===== src/rtl/dvi_timing_ctrl.sv =====
// DVI video timing generator with PLL-lock start-up sequencing and frame-aligned stop.
// Optional define DVI_FRAME_COUNTER_EN adds a 16-bit frame_count output.
module dvi_timing_ctrl #(
  parameter int H_ACTIVE  = 640,
  parameter int H_FP      = 16,
  parameter int H_SYNC    = 96,
  parameter int H_BP      = 48,
  parameter int V_ACTIVE  = 480,
  parameter int V_FP      = 10,
  parameter int V_SYNC    = 2,
  parameter int V_BP      = 33,
  parameter bit HSYNC_POL = 1'b0,
  parameter bit VSYNC_POL = 1'b0,
  parameter int LOCK_WAIT = 1024,
  parameter int CW        = 12
) (
  input  logic          clk,
  input  logic          reset,
  input  logic          pll_locked,
  input  logic          enable,
  output logic          hsync,
  output logic          vsync,
  output logic          de,
  output logic [CW-1:0] x,
  output logic [CW-1:0] y,
  output logic          line_start,
  output logic          frame_start,
  output logic          running
`ifdef DVI_FRAME_COUNTER_EN
  , output logic [15:0] frame_count
`endif
);
  localparam int HT   = H_ACTIVE + H_FP + H_SYNC + H_BP;
  localparam int VT   = V_ACTIVE + V_FP + V_SYNC + V_BP;
  localparam int LW_W = $clog2(LOCK_WAIT + 1);

  localparam logic [CW-1:0] H_ACT  = CW'(H_ACTIVE);
  localparam logic [CW-1:0] H_SS   = CW'(H_ACTIVE + H_FP);
  localparam logic [CW-1:0] H_SE   = CW'(H_ACTIVE + H_FP + H_SYNC);
  localparam logic [CW-1:0] H_LAST = CW'(HT - 1);
  localparam logic [CW-1:0] V_ACT  = CW'(V_ACTIVE);
  localparam logic [CW-1:0] V_SS   = CW'(V_ACTIVE + V_FP);
  localparam logic [CW-1:0] V_SE   = CW'(V_ACTIVE + V_FP + V_SYNC);
  localparam logic [CW-1:0] V_LAST = CW'(VT - 1);
  localparam logic [LW_W-1:0] LW_MAX = LW_W'(LOCK_WAIT);

  // bit 1 set means timing is live (RUN or DRAIN)
  localparam logic [1:0] S_OFF   = 2'd0;
  localparam logic [1:0] S_WAIT  = 2'd1;
  localparam logic [1:0] S_RUN   = 2'd2;
  localparam logic [1:0] S_DRAIN = 2'd3;

  logic [1:0]      state, state_n;
  logic [CW-1:0]   h, v, h_n, v_n;
  logic [LW_W-1:0] lock_cnt, lock_cnt_n;
  logic            h_last, v_last;
  logic            act_n, de_n, hs_on, vs_on, ls_n, fs_n;

  assign h_last = (h == H_LAST);
  assign v_last = (v == V_LAST);

  always_comb begin
    state_n    = state;
    h_n        = h;
    v_n        = v;
    lock_cnt_n = lock_cnt;
    case (state)
      S_OFF:
        if (enable) begin
          state_n    = S_WAIT;
          lock_cnt_n = '0;
        end
      S_WAIT:
        if (!enable) begin
          state_n    = S_OFF;
          lock_cnt_n = '0;
        end else if (!pll_locked) begin
          lock_cnt_n = '0;
        end else if (lock_cnt == LW_MAX) begin
          state_n    = S_RUN;
          lock_cnt_n = '0;
          h_n        = '0;
          v_n        = '0;
        end else begin
          lock_cnt_n = lock_cnt + LW_W'(1);
        end
      default:
        if (!pll_locked) begin
          // lost lock: abandon the partial frame
          state_n    = enable ? S_WAIT : S_OFF;
          lock_cnt_n = '0;
          h_n        = '0;
          v_n        = '0;
        end else if (state == S_DRAIN && !enable && h_last && v_last) begin
          state_n = S_OFF;
          h_n     = '0;
          v_n     = '0;
        end else begin
          state_n = enable ? S_RUN : S_DRAIN;
          h_n     = h_last ? '0 : h + CW'(1);
          if (h_last) v_n = v_last ? '0 : v + CW'(1);
        end
    endcase
  end

  // outputs are decoded from next-state counters so they register alongside h/v
  assign act_n = state_n[1];
  assign de_n  = act_n && (h_n < H_ACT) && (v_n < V_ACT);
  assign hs_on = act_n && (h_n >= H_SS) && (h_n < H_SE);
  assign vs_on = act_n && (v_n >= V_SS) && (v_n < V_SE);
  assign ls_n  = act_n && (h_n == '0);
  assign fs_n  = ls_n && (v_n == '0);

  always_ff @(posedge clk or posedge reset) begin
    if (reset) begin
      state       <= S_OFF;
      h           <= '0;
      v           <= '0;
      lock_cnt    <= '0;
      hsync       <= ~HSYNC_POL;
      vsync       <= ~VSYNC_POL;
      de          <= 1'b0;
      x           <= '0;
      y           <= '0;
      line_start  <= 1'b0;
      frame_start <= 1'b0;
      running     <= 1'b0;
    end else begin
      state       <= state_n;
      h           <= h_n;
      v           <= v_n;
      lock_cnt    <= lock_cnt_n;
      hsync       <= hs_on ? HSYNC_POL : ~HSYNC_POL;
      vsync       <= vs_on ? VSYNC_POL : ~VSYNC_POL;
      de          <= de_n;
      x           <= de_n ? h_n : '0;
      y           <= de_n ? v_n : '0;
      line_start  <= ls_n;
      frame_start <= fs_n;
      running     <= act_n;
    end
  end

`ifdef DVI_FRAME_COUNTER_EN
  always_ff @(posedge clk or posedge reset) begin
    if (reset)     frame_count <= '0;
    else if (fs_n) frame_count <= frame_count + 16'd1;
  end
`endif

endmodule


===== config.mk =====
export PLATFORM = sky130hd
export DESIGN_NAME = dvi_timing_ctrl
export DESIGN_NICKNAME = d
export VERILOG_FILES = /design/src/rtl/dvi_timing_ctrl.sv
export SDC_FILE = /design/constraint.sdc
export NUM_CORES = 1
export LEC_CHECK = 0
export BUFFER_PORTS_ARGS = -buffer_cell sky130_fd_sc_hd__buf_2
export CORE_MARGIN = 10
export CORE_UTILIZATION = 59
export CTS_CLUSTER_DIAMETER = 30
export DETAILED_ROUTE_END_ITERATION = 8
export PLACE_DENSITY = 0.92
export SLEW_MARGIN = 0
export SYNTH_ARGS = -nofsm -noshare
export SYNTH_HDL_FRONTEND = slang
export SYNTH_SLANG_ARGS = --single-unit

===== constraint.sdc =====
create_clock -name clk -period 3.8 [get_ports clk]
set_input_delay 0.38 -clock clk [delete_from_list [all_inputs] [get_ports clk]]
set_output_delay 0.38 -clock clk [all_outputs]
set_load 0.05 [all_outputs]

[Word level (Yosys, flattened, before mapping)]
Index checks and enable logic that the tools add are counted.
W data, S select, Z words.
Word-level totals
  bits in registers: 66
  output and inout port bits: 30
Operators by class
  $add $sub $neg: 3
  order comparisons: 6
  equal/unequal tests: 9
  muxes and demuxes: 34
  reduce and logical (&&, ||, !) cells: 17
Operators by type and width (count)
  $mux W12: 15
  $mux W11: 5
  $pmux W12 S2: 2
  $add A12 B1 Y12 const B: 2
  $eq A12 B10 Y1 const B: 2
  $logic_not A12 Y1: 2
  $lt A12 B10 Y1 const B: 2
  $lt A12 B9 Y1 const B: 2
  $pmux W11 S2: 1
  $ge A12 B10 Y1 const B: 1
  $ge A12 B9 Y1 const B: 1
  $mux W2: 6
  $add A11 B1 Y11 const B: 1
  $eq A11 B11 Y1 const B: 1
  $logic_and A1 B1 Y1: 11
  $ne A3 B3 Y1 const B: 2
  $mux W1: 4
  $pmux W2 S2: 1
  $ne A3 B1 Y1 const B: 1
  $reduce_and A3 Y1: 1
  $eq A2 B1 Y1 const B: 1
  $eq A2 B2 Y1 const B: 1
  $logic_not A2 Y1: 1
  $ne A2 B2 Y1 const B: 1
  other kinds (2): 2

[Longest topological paths before layout]
  depth in word-level cells: 11
  mapped depth: 11
  mapped depth without buffers: 10

[Least setup slack after synthesis]
No wires, ideal clock.
  kind: register to register
  from: register h[5]
  to: register y[1]
  library setup time: 0.069 ns
  arrival: 2.821 ns
  required time: 3.731 ns
  path slack: 0.911 ns
  cell stages (with the launch flop): 9
  buffers on the path: 1
  cell sequence: dfrtp_1 -> or4b_4 -> or4_4 -> o21ai_2 -> o221ai_2 -> a211o_1 -> or3_4 -> buf_6 -> nor2b_2
Between the ends
  elaborated cells on any way between the ends: 23
  those cells by class: add/sub: 1; order compare: 2; eq/ne: 1; mux: 15; reduce/logical: 4
RTL lines
  start: declaration: line 54  | logic [CW-1:0] h, v, h_n, v_n;
  start signal: assignment: line 130  | h <= h_n;
  $eq A12 B10 Y1 *: line 59  | assign h_last = (h == H_LAST);
  $logic_and A1 B1 Y1 (2 in a row): line 94  | end else if (state == S_DRAIN && !enable && h_last && v_last) begin
  $mux W12 *: line 94
  $mux W12 *: line 88  | if (!pll_locked) begin
  $pmux W12 S2 *: line 67  | case (state)
  named net v_n[9]: line 54
  $lt A12 B9 Y1 *: line 108  | assign de_n = act_n && (h_n < H_ACT) && (v_n < V_ACT);
  $logic_and A1 B1 Y1 *: line 108
  $mux W12 *: line 137  | y <= de_n ? v_n : '0;
  end signal: assignment: line 137
  end: declaration: line 25  | output logic [CW-1:0] y,
The timed path passes the listed nets; every way through them passes the cells marked *.
A chain may end at the register's enable or synchronous reset.

[Final worst setup path]
  from: register h[1]
  to: register x[4]
Between the ends
  cells in the longest elaborated chain, start to end: 10
  elaborated cells on any way between the ends: 23
  those cells by class: add/sub: 1; order compare: 2; eq/ne: 1; mux: 15; reduce/logical: 4
Ends and longest elaborated chain
  branches (longest 3 deep; another with $add A12 B1 Y12)
  $mux W12 *: line 94
  $mux W12 *: line 88
  $pmux W12 S2 *: line 67
  named net h_n[8]: line 54
  $lt A12 B10 Y1 *: line 108
  $logic_and A1 B1 Y1 * (2 in a row): line 108
  $mux W12 *: line 136  | x <= de_n ? h_n : '0;
  end signal: assignment: line 136
  end: declaration: line 24  | output logic [CW-1:0] x,
Mark *: on every way through the listed nets, which the timed path passes.

==> reports/results.ini <==
[setup_path]
reg2reg_from=h[1]$_DFF_PP0_
path_class=reg -> reg
critPathLaunchType=flop
worstPathCellList=ha_1 -> and4_1 -> a31oi_1 -> and3_1 -> a211oi_1 -> inv_1 -> a221o_1 -> or3_4 -> nor2b_1
worstPathArrival_ps=3790
crit_path_max_fanout=15
crit_path_start=h[1]$_DFF_PP0_
slowest_delay_ps=500
required_ps=4080
critical-path-slowest-cell=or3_4
end_kind=flop
reg2reg_slack_ps=290

[placement]
io_buffers=33
pre_cts_ws_ps=367
dp.cells=474
postPlaceCellArea_mm2=0.00374
dp_hpwl_mm=6.72
gp_congestion=0.949

[sta]
clock.fmax_mhz=285
hold_violations=0
slew_headroom_pct=11.6
setup_viol=0
fin_setup_tns_ps=0
worstMarginPinSlew_ps=1310
drv_slew=0
rsz0062_at_grt=false
skew_ps=14.9
finalCritPeriodShare_pct=92.5
setup_slack_ps=286
fin_crit_ps=3510

[synthesis]
synth_area_leaders=dfrtp_1 (46%), o21ai_0 (5.2%), nand2_1 (3.4%)
synthDistinctLibCells=61
yosys-mux-area-fraction_pct=0
synth_simple_gate_area_share_pct=27.1
synth_top_cell_by_area=dfrtp_1
synth-xor-area-share_pct=1.00
synth.most_common_cell=dfrtp_1
syn_area_per_cell_um2=9.29
ys.warnings.count=0
ys_seq_elements=66
synth_fa_ha_area_share_pct=1.79
syn_inst=376
synth_edf_count=0
yosysSeqAreaShare_pct=47.3
synth.top_cells.by_count=dfrtp_1 (64), o21ai_0 (36), nand2_1 (32)
synth_top_area_share_pct=45.8
synthArstFlopShare_pct=100
synth_compound_area_share_pct=17.9
synth_area_mm2=0.00349
ys.flop_type=dfrtp_1
synth_top_family_by_area=simple AND/OR/NAND/NOR gates

[route]
ant_nets=0
wirelength_mm=9.48
first_pass_iters=5
drt_iter0_drc=283
avgViaCountPerCell=6.64
drc=0
wl_per_cell_um=19.3
dr_total_vias=3253

[global_route]
grt.total_usage_pct=19.9
antenna_found_initial=0
grt.overflow.total=0
grt_most_used_layer=met2
met1_usage_pct=25.8
grt_max_degree=41
first_global_vias=3043
use_met3_pct=4.76
grtUsageMet2_pct=31.4
grt_first_pass_wirelength_mm=15.7

[floorplanning]
die-area_mm2=0.00940
die_w_um=97.0
row_count=27
core_area_mm2=0.00564
start_util_pct=61.9
boundaryPins=34
fp.dieH_um=97.0

[final_layout]
antenna_cells=0
layout-drive-gt1-share_pct=19.4
num-nets-final=422
num-fill-cells=422
instances_no_fill=490
final_util_pct=71.1
syn_to_final_growth_pct=14.8
fin_area_mm2=0.00401

[cts]
cts_hold_buf=0
cts_resized=0
postCtsSetupBuffers=0
cts-htree-levels=3
cts_sinks=66
clock_path_buffers=2
clkTransAtPathRegs_ps=80
cts_tree=done
numCtsBuffers=9
clk_latency_ps=360
root_buffer=clkbuf_8

[power]
powerDensity_mw_per_mm2=399
peakVddDrop_mv=0.290
total_leakage_power_nw=1.91

[outcome]
status=finished, final reports clean

[job]
max_cap_violations=0

[min_path]
hold_class=in -> async

==> sequential cells by signal, indices dropped and copies added, names as in the netlist <==
| signal | flops |
|---|---|
| de | 1 |
| v | 12 |
| state | 2 |
| x | 12 |
| hsync | 1 |
| frame_start | 1 |
| line_start | 1 |
| y | 12 |
| h | 12 |
| lock_cnt | 11 |
| vsync | 1 |
==> cells by family (layout without fill, tap and decap cells) <==
family          Yosys count  in the layout
xor+xnor                  4              4
fa+ha+maj                 5              5
buf+inv                  42             80
other cells               1              5
flops                    66             66
compound gates           94             94
simple gates            164            164
==> cell type report <==
type,instances,area [um2],area share [%]
clock buffers,10,138,3.43
clock inverters,6,138,3.43
inverters,25,93.8,2.34
multi-input cells,272,1690,42.1
flip-flops and latches,66,1650,41.2
well taps,72,90.1,2.25
repair buffers,39,210,5.24
==> worst max-delay path, delay by kind of cell (launching register included) <==
kind,cells,cell delay (ps)
AOI/OAI and AO/OA,3,1170
adders and majority gates,1,260
buffers and inverters,1,160
DFF,1,450
and+or+nand+nor,4,1380
==> per-layer routing <==
metal,part of all wire (%),wire (um),vias to the layer above
met2,48,4530,194
met5,0,0,-
li1,-,-,1467
met1,41,3900,1573
met3,9.3,882,19
met4,1.7,162,0
==> worst paths after layout <==
kind / end / depth (start not counted)
min reg2reg: lock_cnt[10]$_DFFE_PP0P_ / 1
min: x[10]$_DFF_PP0_ / 2
max: x[4]$_DFF_PP0_ / 9
max reg2reg: x[4]$_DFF_PP0_ / 9
min in group clk: state[0]$_DFFE_PP0P_ / 2
max in group asynchronous: hsync$_DFF_PP1_ / 3
==> layout by cell type, fill, tap and decap left out, drive strengths merged, types with 3 or more instances in the layout <==
cell type   n
a21oi      10
and4        5
o2111ai     3
o22ai       3
xnor2       3
ha          5
nand2      32
nor3       13
o21ai      38
or4         3
nand4      13
and3       17
dfrtp      64
o31ai       4
nor4b       4
nor2b      11
a211o       5
nor2       23
a41oi       3
buf        39
a31o        3
a211oi      3
conb        5
clkbuf     10
nor4       11
inv        25
a31oi       5
or3         6
bufinv      4
nand3      21
==> power breakdown <==
| part | leakage (nW) | total (mW) | internal [mW] | switching, mW |
|---|---|---|---|---|
| Sequential | 0.897 | 0.720 | 0.711 | 0.00890 |
| Combinational | 0.878 | 0.0710 | 0.0187 | 0.0523 |
| Clock | 0.137 | 0.811 | 0.522 | 0.288 |
==> per-stage QoR <==
stage	total power [mW]	hold WS [ps]
after detailed placement	0.804	486
final	1.60	165
after floorplan	0.783	444
after CTS	1.61	197
after global routing	1.65	239
after global placement	0.802	465
Note: power is estimated with default switching activity, not from simulation.
